`src/rtl/mem_arbiter.sv`:
```
// Arbiter sharing one single-port synchronous RAM between a fetch port and a data port.
// Latency: grant is combinational in the request cycle; rvalid/done and read data follow one cycle later.
// Backpressure: an ungranted requester keeps its request asserted; data wins unless the optional starvation guard forces fetch.
// Optional feature: define MEM_ARB_STARVE_EN to compile in the fetch starvation guard.
module mem_arbiter #(
    parameter int P_DATA_WIDTH   = 32,
    parameter int P_ADDR_WIDTH   = 11,
    parameter int P_STARVE_LIMIT = 4
) (
    input  logic                    i_clk,
    input  logic                    i_rst,
    // fetch port
    input  logic                    i_i_req,
    input  logic [P_ADDR_WIDTH-1:0] i_i_addr,
    output logic                    o_i_gnt,
    output logic                    o_i_rvalid,
    output logic [P_DATA_WIDTH-1:0] o_i_rdata,
    // data port
    input  logic                    i_d_req,
    input  logic                    i_d_we,
    input  logic [P_ADDR_WIDTH-1:0] i_d_addr,
    input  logic [P_DATA_WIDTH-1:0] i_d_wdata,
    output logic                    o_d_gnt,
    output logic                    o_d_done,
    output logic [P_DATA_WIDTH-1:0] o_d_rdata,
    // shared RAM
    output logic                    o_mem_en,
    output logic                    o_mem_we,
    output logic [P_ADDR_WIDTH-1:0] o_mem_addr,
    output logic [P_DATA_WIDTH-1:0] o_mem_wdata,
    input  logic [P_DATA_WIDTH-1:0] i_mem_rdata
);

    // The starvation counter is 4 bits wide, so the limit must fit in it.
    if (P_STARVE_LIMIT < 1 || P_STARVE_LIMIT > 15) begin : g_bad_limit
        $error("mem_arbiter: P_STARVE_LIMIT must be in 1..15");
    end

    logic i_gnt;
    logic d_gnt;
    logic starve_hit;

    // Response tracking: which port was granted last cycle and whether it was a read.
    logic                    i_rvalid_q, i_rvalid_d;
    logic                    d_done_q,   d_done_d;
    logic                    d_rd_q,     d_rd_d;
    logic [P_DATA_WIDTH-1:0] i_rdata_q,  i_rdata_d;
    logic [P_DATA_WIDTH-1:0] d_rdata_q,  d_rdata_d;
    logic                    i_resp_vld;
    logic                    d_resp_vld;

`ifdef MEM_ARB_STARVE_EN
    localparam logic [3:0] STARVE_LIMIT = 4'(P_STARVE_LIMIT);

    logic [3:0] starve_cnt_q, starve_cnt_d;

    // Count consecutive cycles the fetch port is asking but not being served.
    always_comb begin
        starve_cnt_d = starve_cnt_q;
        if (i_i_req && !i_gnt) begin
            starve_cnt_d = starve_cnt_q + 4'd1;
        end else begin
            starve_cnt_d = 4'd0;
        end
    end

    // Starvation counter register.
    always_ff @(posedge i_clk) begin
        if (i_rst) begin
            starve_cnt_q <= 4'd0;
        end else begin
            starve_cnt_q <= starve_cnt_d;
        end
    end

    assign starve_hit = (starve_cnt_q == STARVE_LIMIT);
`else
    // Pure fixed priority: fetch never overrides data.
    assign starve_hit = 1'b0;
`endif

    // Grant selection: forced fetch, then data, then fetch; nothing during reset.
    always_comb begin
        i_gnt = 1'b0;
        d_gnt = 1'b0;
        if (!i_rst) begin
            if (i_i_req && starve_hit) begin
                i_gnt = 1'b1;
            end else if (i_d_req) begin
                d_gnt = 1'b1;
            end else if (i_i_req) begin
                i_gnt = 1'b1;
            end
        end
    end

    assign o_i_gnt = i_gnt;
    assign o_d_gnt = d_gnt;

    // RAM port steering for the winning requester.
    always_comb begin
        o_mem_en    = i_gnt | d_gnt;
        o_mem_we    = d_gnt & i_d_we;
        o_mem_addr  = d_gnt ? i_d_addr : i_i_addr;
        o_mem_wdata = i_d_wdata;
    end

    // A reset in the response cycle swallows the pulse and its data.
    assign i_resp_vld = i_rvalid_q & ~i_rst;
    assign d_resp_vld = d_done_q & ~i_rst;

    // Next-state for response flags and held read data.
    always_comb begin
        i_rvalid_d = i_gnt;
        d_done_d   = d_gnt;
        d_rd_d     = d_gnt & ~i_d_we;
        i_rdata_d  = i_resp_vld ? i_mem_rdata : i_rdata_q;
        d_rdata_d  = (d_resp_vld && d_rd_q) ? i_mem_rdata : d_rdata_q;
    end

    // Response state registers.
    always_ff @(posedge i_clk) begin
        if (i_rst) begin
            i_rvalid_q <= 1'b0;
            d_done_q   <= 1'b0;
            d_rd_q     <= 1'b0;
            i_rdata_q  <= '0;
            d_rdata_q  <= '0;
        end else begin
            i_rvalid_q <= i_rvalid_d;
            d_done_q   <= d_done_d;
            d_rd_q     <= d_rd_d;
            i_rdata_q  <= i_rdata_d;
            d_rdata_q  <= d_rdata_d;
        end
    end

    // RAM data is live during the response cycle, so it bypasses the holding register.
    assign o_i_rvalid = i_resp_vld;
    assign o_d_done   = d_resp_vld;
    assign o_i_rdata  = i_rdata_d;
    assign o_d_rdata  = d_rdata_d;

endmodule

```
`config.mk`:
```
export PLATFORM = sky130hd
export DESIGN_NAME = mem_arbiter
export DESIGN_NICKNAME = d
export VERILOG_FILES = /design/src/rtl/mem_arbiter.sv
export SDC_FILE = /design/constraint.sdc
export NUM_CORES = 1
export LEC_CHECK = 0
export ABC_AREA = 1
export BUFFER_PORTS_ARGS = -buffer_cell sky130_fd_sc_hd__buf_2
export CELL_PAD_IN_SITES_DETAIL_PLACEMENT = 1
export CELL_PAD_IN_SITES_GLOBAL_PLACEMENT = 2
export CORE_MARGIN = 1.5
export CORE_UTILIZATION = 23
export CTS_BUF_LIST = sky130_fd_sc_hd__clkbuf_8
export DETAILED_ROUTE_END_ITERATION = 10
export GPL_TIMING_DRIVEN = 0
export PLACE_DENSITY = 0.86
export SLEW_MARGIN = 30
export SYNTH_ARGS = -nofsm -noshare
export SYNTH_HDL_FRONTEND = slang
export SYNTH_SLANG_ARGS = --single-unit
```
`constraint.sdc`:
```
create_clock -name i_clk -period 2 [get_ports i_clk]
set_input_delay 0 -clock i_clk [delete_from_list [all_inputs] [get_ports i_clk]]
set_output_delay 0 -clock i_clk [all_outputs]
set_load 0.02 [all_outputs]
```
# Word-level counts from Yosys, hierarchy flattened
# Cells that the tools add are included.
dict set report classes {
  mux 8
  bitwise_logic 7
  reduce_logical 1
}
# operator n
set op_table {}
lappend op_table {{two-way mux 32 bit} 2}
lappend op_table {{two-way mux 11 bit} 1}
lappend op_table {{two-way mux 1 bit} 5}
lappend op_table {{AND 1 bit} 4}
lappend op_table {{inverter 1 bit} 2}
lappend op_table {{logical AND 1 bit} 1}
lappend op_table {{OR 1 bit} 1}
dict set report totals {
  reg_bits 67
  input_bits 91
  out_inout_bits 113
  word_cells 21
}

# Longest topological paths before layout
dict set report depth {
  depth_word 4
  mapped_depth 7
}

# Worst setup path before layout
# No wires, ideal clock.
dict set report synth_path {
  path_type {flip-flop to flip-flop}
  from {register d_done_q}
  to {register d_rdata_q[10]}
  arrival_time_ns 0.923
  t_required_ns 1.872
  path_slack_ns 0.949
  path_stages_with_launch 6
  path_buffers 2
  period_less_slack_ns 1.051
  path_cell_list {dfxtp_1 > buf_2 > clkbuf_1 > nand4_1 > nand2_1 > nor2_1}
}
dict set report synth_via {
  elab_chain_cells 3
}
# item line
set synth_lines {}
lappend synth_lines {{start, declared} 45} ;# logic d_done_q, d_done_d;
lappend synth_lines {{start signal, assigned} 131} ;# d_done_q <= d_done_d;
lappend synth_lines {{AND 1 bit} 110} ;# assign d_resp_vld = d_done_q & ~i_rst;
lappend synth_lines {{logical AND 1 bit} 118} ;# d_rdata_d = (d_resp_vld && d_rd_q) ? i_mem_rdata : d_rdata_q;
lappend synth_lines {{two-way mux 32 bit} 118}
lappend synth_lines {{end signal, assigned} 134} ;# d_rdata_q <= d_rdata_d;
lappend synth_lines {{end, declared} 48} ;# logic [P_DATA_WIDTH-1:0] d_rdata_q, d_rdata_d;
# No other way between the ends.
# A chain may end at the register's enable or synchronous reset.

# Worst setup path in the final report
dict set report layout_path {
  from {register d_done_q}
  to {output o_d_rdata[13]}
}
dict set report layout_via {
  elab_chain_cells 3
}
# item line
set layout_lines {}
lappend layout_lines {{AND 1 bit} 110}
lappend layout_lines {{logical AND 1 bit} 118}
lappend layout_lines {{two-way mux 32 bit} 118}
lappend layout_lines {{end, declared} 25} ;# output logic [P_DATA_WIDTH-1:0] o_d_rdata,
# No other way between the ends.

==> metrics.cfg <==
[critical_path]
startpoint_type=flop
rrSetupSlack_ps=640
regToRegEndpoint=d_rdata_q[26]
path_class=flop to primary output
crit_path_max_fanout=10
cp.arrival_ps=1750
crit_end=o_d_rdata[13]
cp-end-kind=primary output
reg2reg_depth=5
critical_path.startpoint=d_done_q
cp_data_required_time_ps=2000
r2r-start=d_done_q

[synth]
synth_area_um2=3490
synth.area.top_cells=dfxtp_1, inv_1, nand2_1
netlist.area_leader.share_pct=38.4
synth.most_common_cell=inv_1
synth_top_cells_by_count=inv_1, nand2_1, dfxtp_1, nor2_1, buf_4
synth_cell_types=15
seq_area_frac_synth_pct=38.4
netlist_instances=561
synth-edff-count=0
ys_warn_count=0
avgSynthCellArea_um2=6.22
synth_flop_cell=dfxtp_1
syn_nets=652
synth_top_area_cell=dfxtp_1
ys_async_sr_fraction_pct=0
synth-seq-cells=67

[sta]
fin_worst_skew_ps=10.1
maxSlewHeadroom_pct=64.8
hold_viol=0
period_minus_slack_ps=1750
hold_slack_ps=124
slew_viol_final=0
post-route-period-util_pct=87.6
fmax_ghz=0.571
worst_pin_slew_ps=529
rsz0062_at_grt=no
setup_viol=0
fin_setup_tns_ps=0
worst_slack_ps=248

[routing]
routedWlPerCell_um=11.6
num_vias=3873
ant_nets=0
vias_per_cell=4.01
firstDrtPassIters=5
drc=0
drt_iter0_drc=136
routed_wl_um=11200

[hold_path]
min-delay-start=i_rst
hp-class=input port to flop

[die]
placementRows=44
fp.dieW_um=126
core_um2=14700
boundaryPins=204
start_util_pct=23.7
fp.dieH_um=126
dieArea_um2=15900

[power_and_ir_drop]
powerDensity_nw_per_um2=633
ir_worst_vdd_v=0.000237
intPower_uw=2320
p_sw_uw=930
p_leak_uw=0.00343
p_clk_share_pct=37.4
p_sw_share_pct=28.6
power_frac_seq_pct=42.3
combPwrFrac_pct=20.3

[cts]
cts_hold_buf=35
clkLatencyLatePin_ps=360
cts.sinks=67
cts-root-buf=clkbuf_8
ctsResizeCount=0
post_cts_buffers=0
cts_inserted_buffers=9
cts_max_level=3
cts.clk_slew.worst_paths_ps=80
cts_tree=yes
clockBufferDepth=2

[placement]
port_buffers=171
placed_area_um2=4580
dp_hpwl_um=8450
place.gp.congestion=0.712
place_ws_ps=597

[layout]
final_area_um2=5130
drive_above_1_share_pct=30.5
fin_nets=869
seq_area_um2=1340
multi_input_area_um2=1130
fillCellCount=1944
area_growth_pct=47.1
diodes=0

[global_route]
track_usage_pct=14.3
grt_pass1_wl_um=18200
grt_overflow=0
first_global_vias=3801
antenna_found_initial=0
grt_max_degree=12

[flow_run]
max-cap-violations=0

[run_status]
status=finished, final reports clean

## how the worst min path moves through the flow
stage                     depth (start not counted)  slack, ps             to
after floorplan                                   1         70         d_rd_q
after global placement                            2        190         d_rd_q
after detailed placement                          2        190         d_rd_q
after CTS                                         3        110  i_rdata_q[18]
after global routing                              3        130  i_rdata_q[19]
final                                             3        120  i_rdata_q[17]
## power by group through the flow
| stage | Combinational, uW | Clock (uW) | Sequential, uW |
|---|---|---|---|
| 2_1_floorplan | 382 | 0 | 1400 |
| 3_3_place_gp | 612 | 0 | 1400 |
| 3_5_place_dp | 616 | 0 | 1410 |
| 4_1_cts | 671 | 1280 | 1380 |
| 5_1_grt | 729 | 1350 | 1380 |
| 6_report | 660 | 1220 | 1380 |
## kinds of logic after synthesis
family	synth area share, %
AOI/OAI and AO/OA	4.59
buffers and inverters	29.2
DFF	38.4
and+or+nand+nor	27.8
## flip-flops by register name (all words and copies together), names as in the netlist
register / cells
d_rdata_q: 32
i_rvalid_q: 1
d_rd_q: 1
d_done_q: 1
i_rdata_q: 32
## layout by cell type, fill, tap and decap left out, drive strengths merged
cell type,count
clkbuf,20
inv,168
nand4,32
nand2,131
dfxtp,67
nand3,1
buf,222
or2,1
clkinvlp,1
dlygate4sd3,35
clkinv,2
o21ai,32
nor3b,2
nor2,67
bufinv,2
## area by class of cell
| type | count | share of cell area (%) |
|---|---|---|
| multi-input combinational | 266 | 22.0 |
| timing repair buffer | 206 | 23.5 |
| clock buffer | 9 | 2.41 |
| tap | 184 | 4.48 |
| sequential | 67 | 26.1 |
| buffer | 62 | 7.70 |
| inverter | 166 | 12.1 |
| clock inverter | 7 | 1.66 |
## through the flow
stage                     util [%]  power (uW)  std cells
after floorplan                  -        1790        561
after detailed placement      31.1        2020        916
after global placement        31.1        2020        916
after CTS                     34.9        3320        967
after global routing          34.9        3450        967
final                         34.9        3250        967
## critical path: stages, from the launching register on
cell,delay [ps]
dfxtp_1,310
buf_2,180
clkbuf_1,430
nand4_1,150
nand2_1,140
inv_1,50
buf_2,150
## routing by layer
| metal | up-vias | track usage, % | part of all wire (%) |
|---|---|---|---|
| li1 | 2005 | - | - |
| met1 | 1728 | 17.3 | 46 |
| met2 | 135 | 25.3 | 47 |
| met3 | 5 | 4.25 | 5.7 |
| met4 | 0 | 3.04 | 0.56 |
| met5 | - | 0 | 0 |
Power figures use the tool's default switching activity.
